## config.mk

```make
export PLATFORM = sky130hd
export DESIGN_NAME = ram_port_arbiter
export DESIGN_NICKNAME = d
export VERILOG_FILES = /design/src/rtl/ram_port_arbiter_pkg.sv /design/src/rtl/ram_port_arbiter.sv
export SDC_FILE = /design/constraint.sdc
export NUM_CORES = 1
export LEC_CHECK = 0
export BUFFER_PORTS_ARGS = -buffer_cell sky130_fd_sc_hd__buf_2
export CAP_MARGIN = 20
export CORE_MARGIN = 4
export CORE_UTILIZATION = 25
export DETAILED_ROUTE_END_ITERATION = 12
export GPL_ROUTABILITY_DRIVEN = 0
export GPL_TIMING_DRIVEN = 0
export MAX_ROUTING_LAYER = met4
export PLACE_DENSITY_LB_ADDON = 0.15
export SETUP_SLACK_MARGIN = 0.2
export SYNTH_ARGS = -nofsm -noshare
export SYNTH_HDL_FRONTEND = slang
export SYNTH_SLANG_ARGS = --single-unit
```

## constraint.sdc

```tcl
create_clock -name clock -period 2.25 [get_ports clock]
set_input_delay 0.1125 -clock clock [delete_from_list [all_inputs] [get_ports clock]]
set_output_delay 0.1125 -clock clock [all_outputs]
set_load 0.05 [all_outputs]
```

## src/rtl/ram_port_arbiter_pkg.sv

```systemverilog
// Shared types for the RAM port arbiter: FSM states, grant codes and
// the width of the urgent-video run counter.
package ram_port_arbiter_pkg;

   localparam int RUN_WIDTH = 4;

   typedef enum logic [1:0] {
      IDLE,
      BUS_ACCESS,
      VIDEO_ACCESS
   } state_t;

   typedef enum logic [1:0] {
      GRANT_NONE,
      GRANT_BUS,
      GRANT_VIDEO
   } grant_t;

endpackage

```

## src/rtl/ram_port_arbiter.sv

```systemverilog
// Shares one RAM controller port between the chipset bus and the video
// fetcher, stretching bus cycles via memory_access_ready until served.
module ram_port_arbiter
   import ram_port_arbiter_pkg::*;
#(
   parameter int ADDR_WIDTH    = 20,
   parameter int DATA_WIDTH    = 8,
   parameter int MAX_VIDEO_RUN = 4
) (
   input  logic                  clock,
   input  logic                  reset_n,
   input  logic [ADDR_WIDTH-1:0] bus_address,
   input  logic [DATA_WIDTH-1:0] bus_data_in,
   input  logic                  bus_memory_read_n,
   input  logic                  bus_memory_write_n,
   input  logic                  bus_select_n,
   output logic [DATA_WIDTH-1:0] bus_data_out,
   output logic                  memory_access_ready,
   input  logic                  video_request,
   input  logic                  video_urgent,
   input  logic [ADDR_WIDTH-1:0] video_address,
   output logic                  video_acknowledge,
   output logic [DATA_WIDTH-1:0] video_data,
   output logic                  mem_request,
   output logic                  mem_write_enable,
   output logic [ADDR_WIDTH-1:0] mem_address,
   output logic [DATA_WIDTH-1:0] mem_data_out,
   input  logic                  mem_ready,
   input  logic [DATA_WIDTH-1:0] mem_data_in
);

   localparam logic [RUN_WIDTH-1:0] RUN_MAX = RUN_WIDTH'(MAX_VIDEO_RUN);

   state_t                 state;
   state_t                 state_next;
   grant_t                 grant;
   logic                   served;
   logic [RUN_WIDTH-1:0]   run;
   logic [RUN_WIDTH-1:0]   run_next;
   logic                   bus_active;
   logic                   want_bus;
   logic                   bus_write;

   assign bus_active = ~bus_select_n
                     & (~bus_memory_read_n | ~bus_memory_write_n);
   assign want_bus   = bus_active & ~served;
   assign bus_write  = ~bus_memory_write_n;

   always_ff @(posedge clock or negedge reset_n) begin
      if (!reset_n) begin
         state <= IDLE;
      end else begin
         state <= state_next;
      end
   end

   // Urgent video may jump a waiting bus access at most RUN_MAX times.
   always_comb begin
      grant      = GRANT_NONE;
      run_next   = run;
      state_next = state;
      unique case (state)
         IDLE: begin
            if (want_bus && video_request && video_urgent
                && (run < RUN_MAX)) begin
               grant    = GRANT_VIDEO;
               run_next = run + RUN_WIDTH'(1);
            end else if (want_bus) begin
               grant    = GRANT_BUS;
               run_next = '0;
            end else if (video_request) begin
               grant    = GRANT_VIDEO;
            end
            unique case (grant)
               GRANT_BUS:   state_next = BUS_ACCESS;
               GRANT_VIDEO: state_next = VIDEO_ACCESS;
               default:     state_next = IDLE;
            endcase
         end
         BUS_ACCESS, VIDEO_ACCESS: begin
            if (mem_ready) begin
               state_next = IDLE;
            end
         end
         default: state_next = IDLE;
      endcase
   end

   always_comb begin
      mem_request         = (state != IDLE);
      memory_access_ready = ~want_bus;
   end

   always_ff @(posedge clock or negedge reset_n) begin
      if (!reset_n) begin
         served            <= 1'b0;
         run               <= '0;
         mem_write_enable  <= 1'b0;
         mem_address       <= '0;
         mem_data_out      <= '0;
         bus_data_out      <= '0;
         video_acknowledge <= 1'b0;
         video_data        <= '0;
      end else begin
         run               <= run_next;
         video_acknowledge <= 1'b0;
         if (!bus_active) begin
            served <= 1'b0;
         end
         unique case (grant)
            GRANT_BUS: begin
               mem_address      <= bus_address;
               mem_write_enable <= bus_write;
               mem_data_out     <= bus_data_in;
            end
            GRANT_VIDEO: begin
               mem_address      <= video_address;
               mem_write_enable <= 1'b0;
            end
            default: ;
         endcase
         // An abandoned bus cycle still completes but is not reported.
         if (mem_ready) begin
            unique case (state)
               BUS_ACCESS: begin
                  if (bus_active) begin
                     served <= 1'b1;
                     if (!mem_write_enable) begin
                        bus_data_out <= mem_data_in;
                     end
                  end
               end
               VIDEO_ACCESS: begin
                  video_acknowledge <= 1'b1;
                  video_data        <= mem_data_in;
               end
               default: ;
            endcase
         end
      end
   end

endmodule

```

==> impl.org <==
** Global route
- Global routing used 11.7% of the available tracks across all layers.
- The total overflow left after global routing is 0.
- The number of global-route vias before repair is 2,023.
- Entering global routing, the biggest net connects 29 pins.
- The number of antenna violations at the first check in global routing is 1.
- The first global-routing pass estimated 9920 µm of wire.

** Clocking
- The H-tree generated during clock tree synthesis spans 2 levels.
- TritonCTS built the clock tree.
- Clock tree synthesis inserted a total of 5 buffers.
- The clock passes through at most 2 buffers.
- The tree built by TritonCTS fans out to 53 sinks.
- The tree is rooted in a sky130_fd_sc_hd__clkbuf_8.
- Latest clock arrival within the worst-skew pair :: 0.30 ns
- Post-CTS clock slew at the launch and capture registers of the worst setup and hold paths :: 0.09 ns

** Route
- DRT iter0 DRCs :: 31
- Routed wire length :: 6080 µm
- Detail Route Antenna Nets :: 0
- Dividing the detail-routed wire length by the instance count gives 14.1 µm.
- For this run, design rule violations remaining after detail routing come to 0.
- The first detailed-routing pass took 3 iterations.
- Total number of vias :: 1,841
- Vias per cell :: 4.25

** Logic synthesis
- After synthesis the cells add up to 2300 µm².
- Mean Syn Cell Area :: 12.3 µm²
- Of all flip-flops after synthesis, the portion carrying an async set or reset was 100%.
- Net count after synthesis :: 258
- Synthesis produced 188 cells.
- Of all cell types, the one taking the most synthesized area is sky130_fd_sc_hd__dfrtp_1.
- Counting flops with a built-in enable in the synthesized netlist gives 0.
- Number of distinct library cells after synthesis :: 23
- For this run, the number of Yosys warnings is 0.
- Top-area cell type share of the netlist area :: 57.5%
- By area the synthesized netlist is led by sky130_fd_sc_hd__dfrtp_1, sky130_fd_sc_hd__mux2_2, sky130_fd_sc_hd__mux2i_1, sky130_fd_sc_hd__nand2_1, sky130_fd_sc_hd__o21ai_0.
- Summing the sequential cell areas from Yosys gives 57.5% of the chip area.
- Post-synthesis register bit count :: 53
- For this run, the leading register cell type out of synthesis is sky130_fd_sc_hd__dfrtp_1.

** Hold path
- Worst hold stages :: 2
- Class of the worst hold path :: input pin to register
- The startpoint identified for the worst hold timing path is bus_memory_write_n.
- The worst hold path terminates at mem_write_enable.

** Timing
- For the pin with the worst max-slew slack, the measured transition is 0.629 ns.
- Worst hold slack :: 0.0336 ns
- Setup violations remaining at the end of the flow were counted as 2.
- Period utilisation layout :: 100%
- Across all setup checks in the final design, the least slack found is -0.00453 ns.
- RSZ-0062 raised after global routing :: true
- For the final database, setup skew stands at 0.00322 ns.
- For the finished layout, the period the worst path requires is 2.25 ns.
- Final number of hold-violating endpoints :: 0
- The count of pins over their slew limit came to 0.
- Timing would allow up to 0.444 GHz.
- Relative slew slack :: 58.1%
- Adding up every negative setup slack in the final design gives -0.00528 ns.

** Floorplan
- The total area inside the core boundary comes to 8850 µm².
- Once the floorplan was initialized, standard cells occupied 26.0% of the core.
- The floorplan step defined a die boundary enclosing 10,800 µm².
- In this run the vertical extent of the chip is 104 µm.
- I/O Pins :: 112
- In this run the horizontal extent of the chip is 104 µm.
- Number of rows in the core area :: 34

** Setup path
- In this run the worst path has a maximum fanout of 5.
- Kind of critical path :: register to register
- Worst flop-to-flop path startpoint :: state[1]
- Measured in cells, the most critical reg-to-reg path has a length of 11.
- Kind of end point of the critical path :: register
- RR Endpoint :: mem_address[1]
- Data required time at the worst endpoint :: 2.44 ns
- Across all register-to-register paths, the minimum setup slack is -0.005 ns.
- Setup crit start kind :: register
- Data on the critical path arrives at its endpoint at 2.44 ns.

** Status
- Violated checks :: negative setup slack
- The run finished, with violations left.

** Power
- Leak pwr :: 1.75 nW
- The worst-case IR drop observed on VDD is 0.506 mV.
- For this design the ratio of total power to cell area is 1630 nW/µm².

** Layout
- Final layout net count :: 394
- Filler-free cell count of the finished design :: 433
- Cells with a size suffix above 1 make up 56.5% of the layout.
- Area growth from synthesis to layout :: 50.9%
- Final Cell Area :: 3480 µm²
- Leaving out fill and tap cells, the most frequent cell in the layout is sky130_fd_sc_hd__buf_2.
- In the layout the commonest cells are sky130_fd_sc_hd__buf_2, sky130_fd_sc_hd__dfrtp_1, sky130_fd_sc_hd__nand2_1.
- Share of the core filled with cells in the final layout :: 39.3%

** Flow run
- Maximum Capacitance Violations :: 0

** Place
- The number of placed instances, taps included, is 408.
- Cell area after placement :: 3070 µm²
- HPWL after detailed placement :: 4430 µm
- Number of port buffers :: 111
critical path: stages, from the launching register on:
cell                         delay (ns)
sky130_fd_sc_hd__dfrtp_1           0.42
sky130_fd_sc_hd__inv_2             0.09
sky130_fd_sc_hd__ha_4              0.15
sky130_fd_sc_hd__clkinvlp_4        0.08
sky130_fd_sc_hd__or3_1             0.36
sky130_fd_sc_hd__buf_6             0.13
sky130_fd_sc_hd__or2_1             0.21
sky130_fd_sc_hd__ha_2              0.19
sky130_fd_sc_hd__buf_8             0.14
sky130_fd_sc_hd__buf_12            0.13
sky130_fd_sc_hd__mux2i_2           0.17
sky130_fd_sc_hd__o21ai_1           0.08
synth_stat cells, drive strengths merged, types with 2 or more instances:
cell type / instances
o21ai: 20
a21oi: 2
mux2i: 23
buf: 3
nand2: 28
nor2: 2
ha: 6
o31ai: 2
mux2: 25
clkbuf: 6
inv: 9
dfrtp: 53
cells by family after synthesis:
| logic type | synth area share [%] |
|---|---|
| simple gates | 7.60 |
| flops | 57.5 |
| buf+inv | 3.09 |
| fa+ha+maj | 3.26 |
| mux | 22.2 |
| compound gates | 6.30 |
cell type report:
cell class / count / area, µm²
diodes: 1 / 2.50
clock buffers: 7 / 86.3
plain buffers: 9 / 123
repair buffers: 129 / 779
flip-flops and latches: 53 / 1330
fillers: 925 / 5370
inverters: 9 / 37.5
multi-input cells: 117 / 988
well taps: 108 / 135
metrics by stage:
step | power (mW) | setup slack [ns]
after detailed placement | 4.65 | -0.122
final | 5.66 | -0.00453
after global placement | 4.61 | -0.0950
after floorplan | 3.89 | -0.142
after global routing | 6.02 | -0.117
after CTS | 5.62 | -0.0575
sequential cells by signal, indices dropped and copies added (netlist names):
signal,flops
mem_address,20
bus_data_out,8
mem_data_out,8
video_data,8
run,4
state,2
mem_write_enable,1
served,1
video_acknowledge,1
per-layer routing:
layer / track usage [%] / wire length (µm) / vias to the layer above
li1: - / - / 914
met1: 13.1 / 2540 / 871
met2: 20.2 / 3130 / 50
met3: 3.23 / 318 / 6
met4: 3.99 / 98 / 0
met5: - / 0 / -
power by group:
part	leakage (nW)	internal [mW]	switching, mW
Combinational	1.05	1.25	2.28
Clock	0.0443	0.245	0.299
Sequential	0.658	1.38	0.214
timing repair:
item	CTS	global route
hold buffers	1	0
hold endpoints to repair	25	0
resized for setup	33	13
setup endpoints to repair	29	30
pin swaps	2	1
buffers inserted	11	2
gates cloned	2	1
how the worst max path moves through the flow:
| stage | to | cells past startpoint | start | slack, ns |
|---|---|---|---|---|
| after global routing | mem_address[14] | 11 | state[1] | -0.12 |
| final | mem_address[1] | 11 | state[1] | -0.005 |
| after floorplan | mem_address[10] | 11 | state[1] | -0.14 |
| after detailed placement | mem_address[13] | 11 | state[1] | -0.12 |
| after global placement | mem_address[13] | 11 | state[1] | -0.09 |
| after CTS | mem_address[13] | 11 | state[1] | -0.06 |
Power figures use the tool's default switching activity.
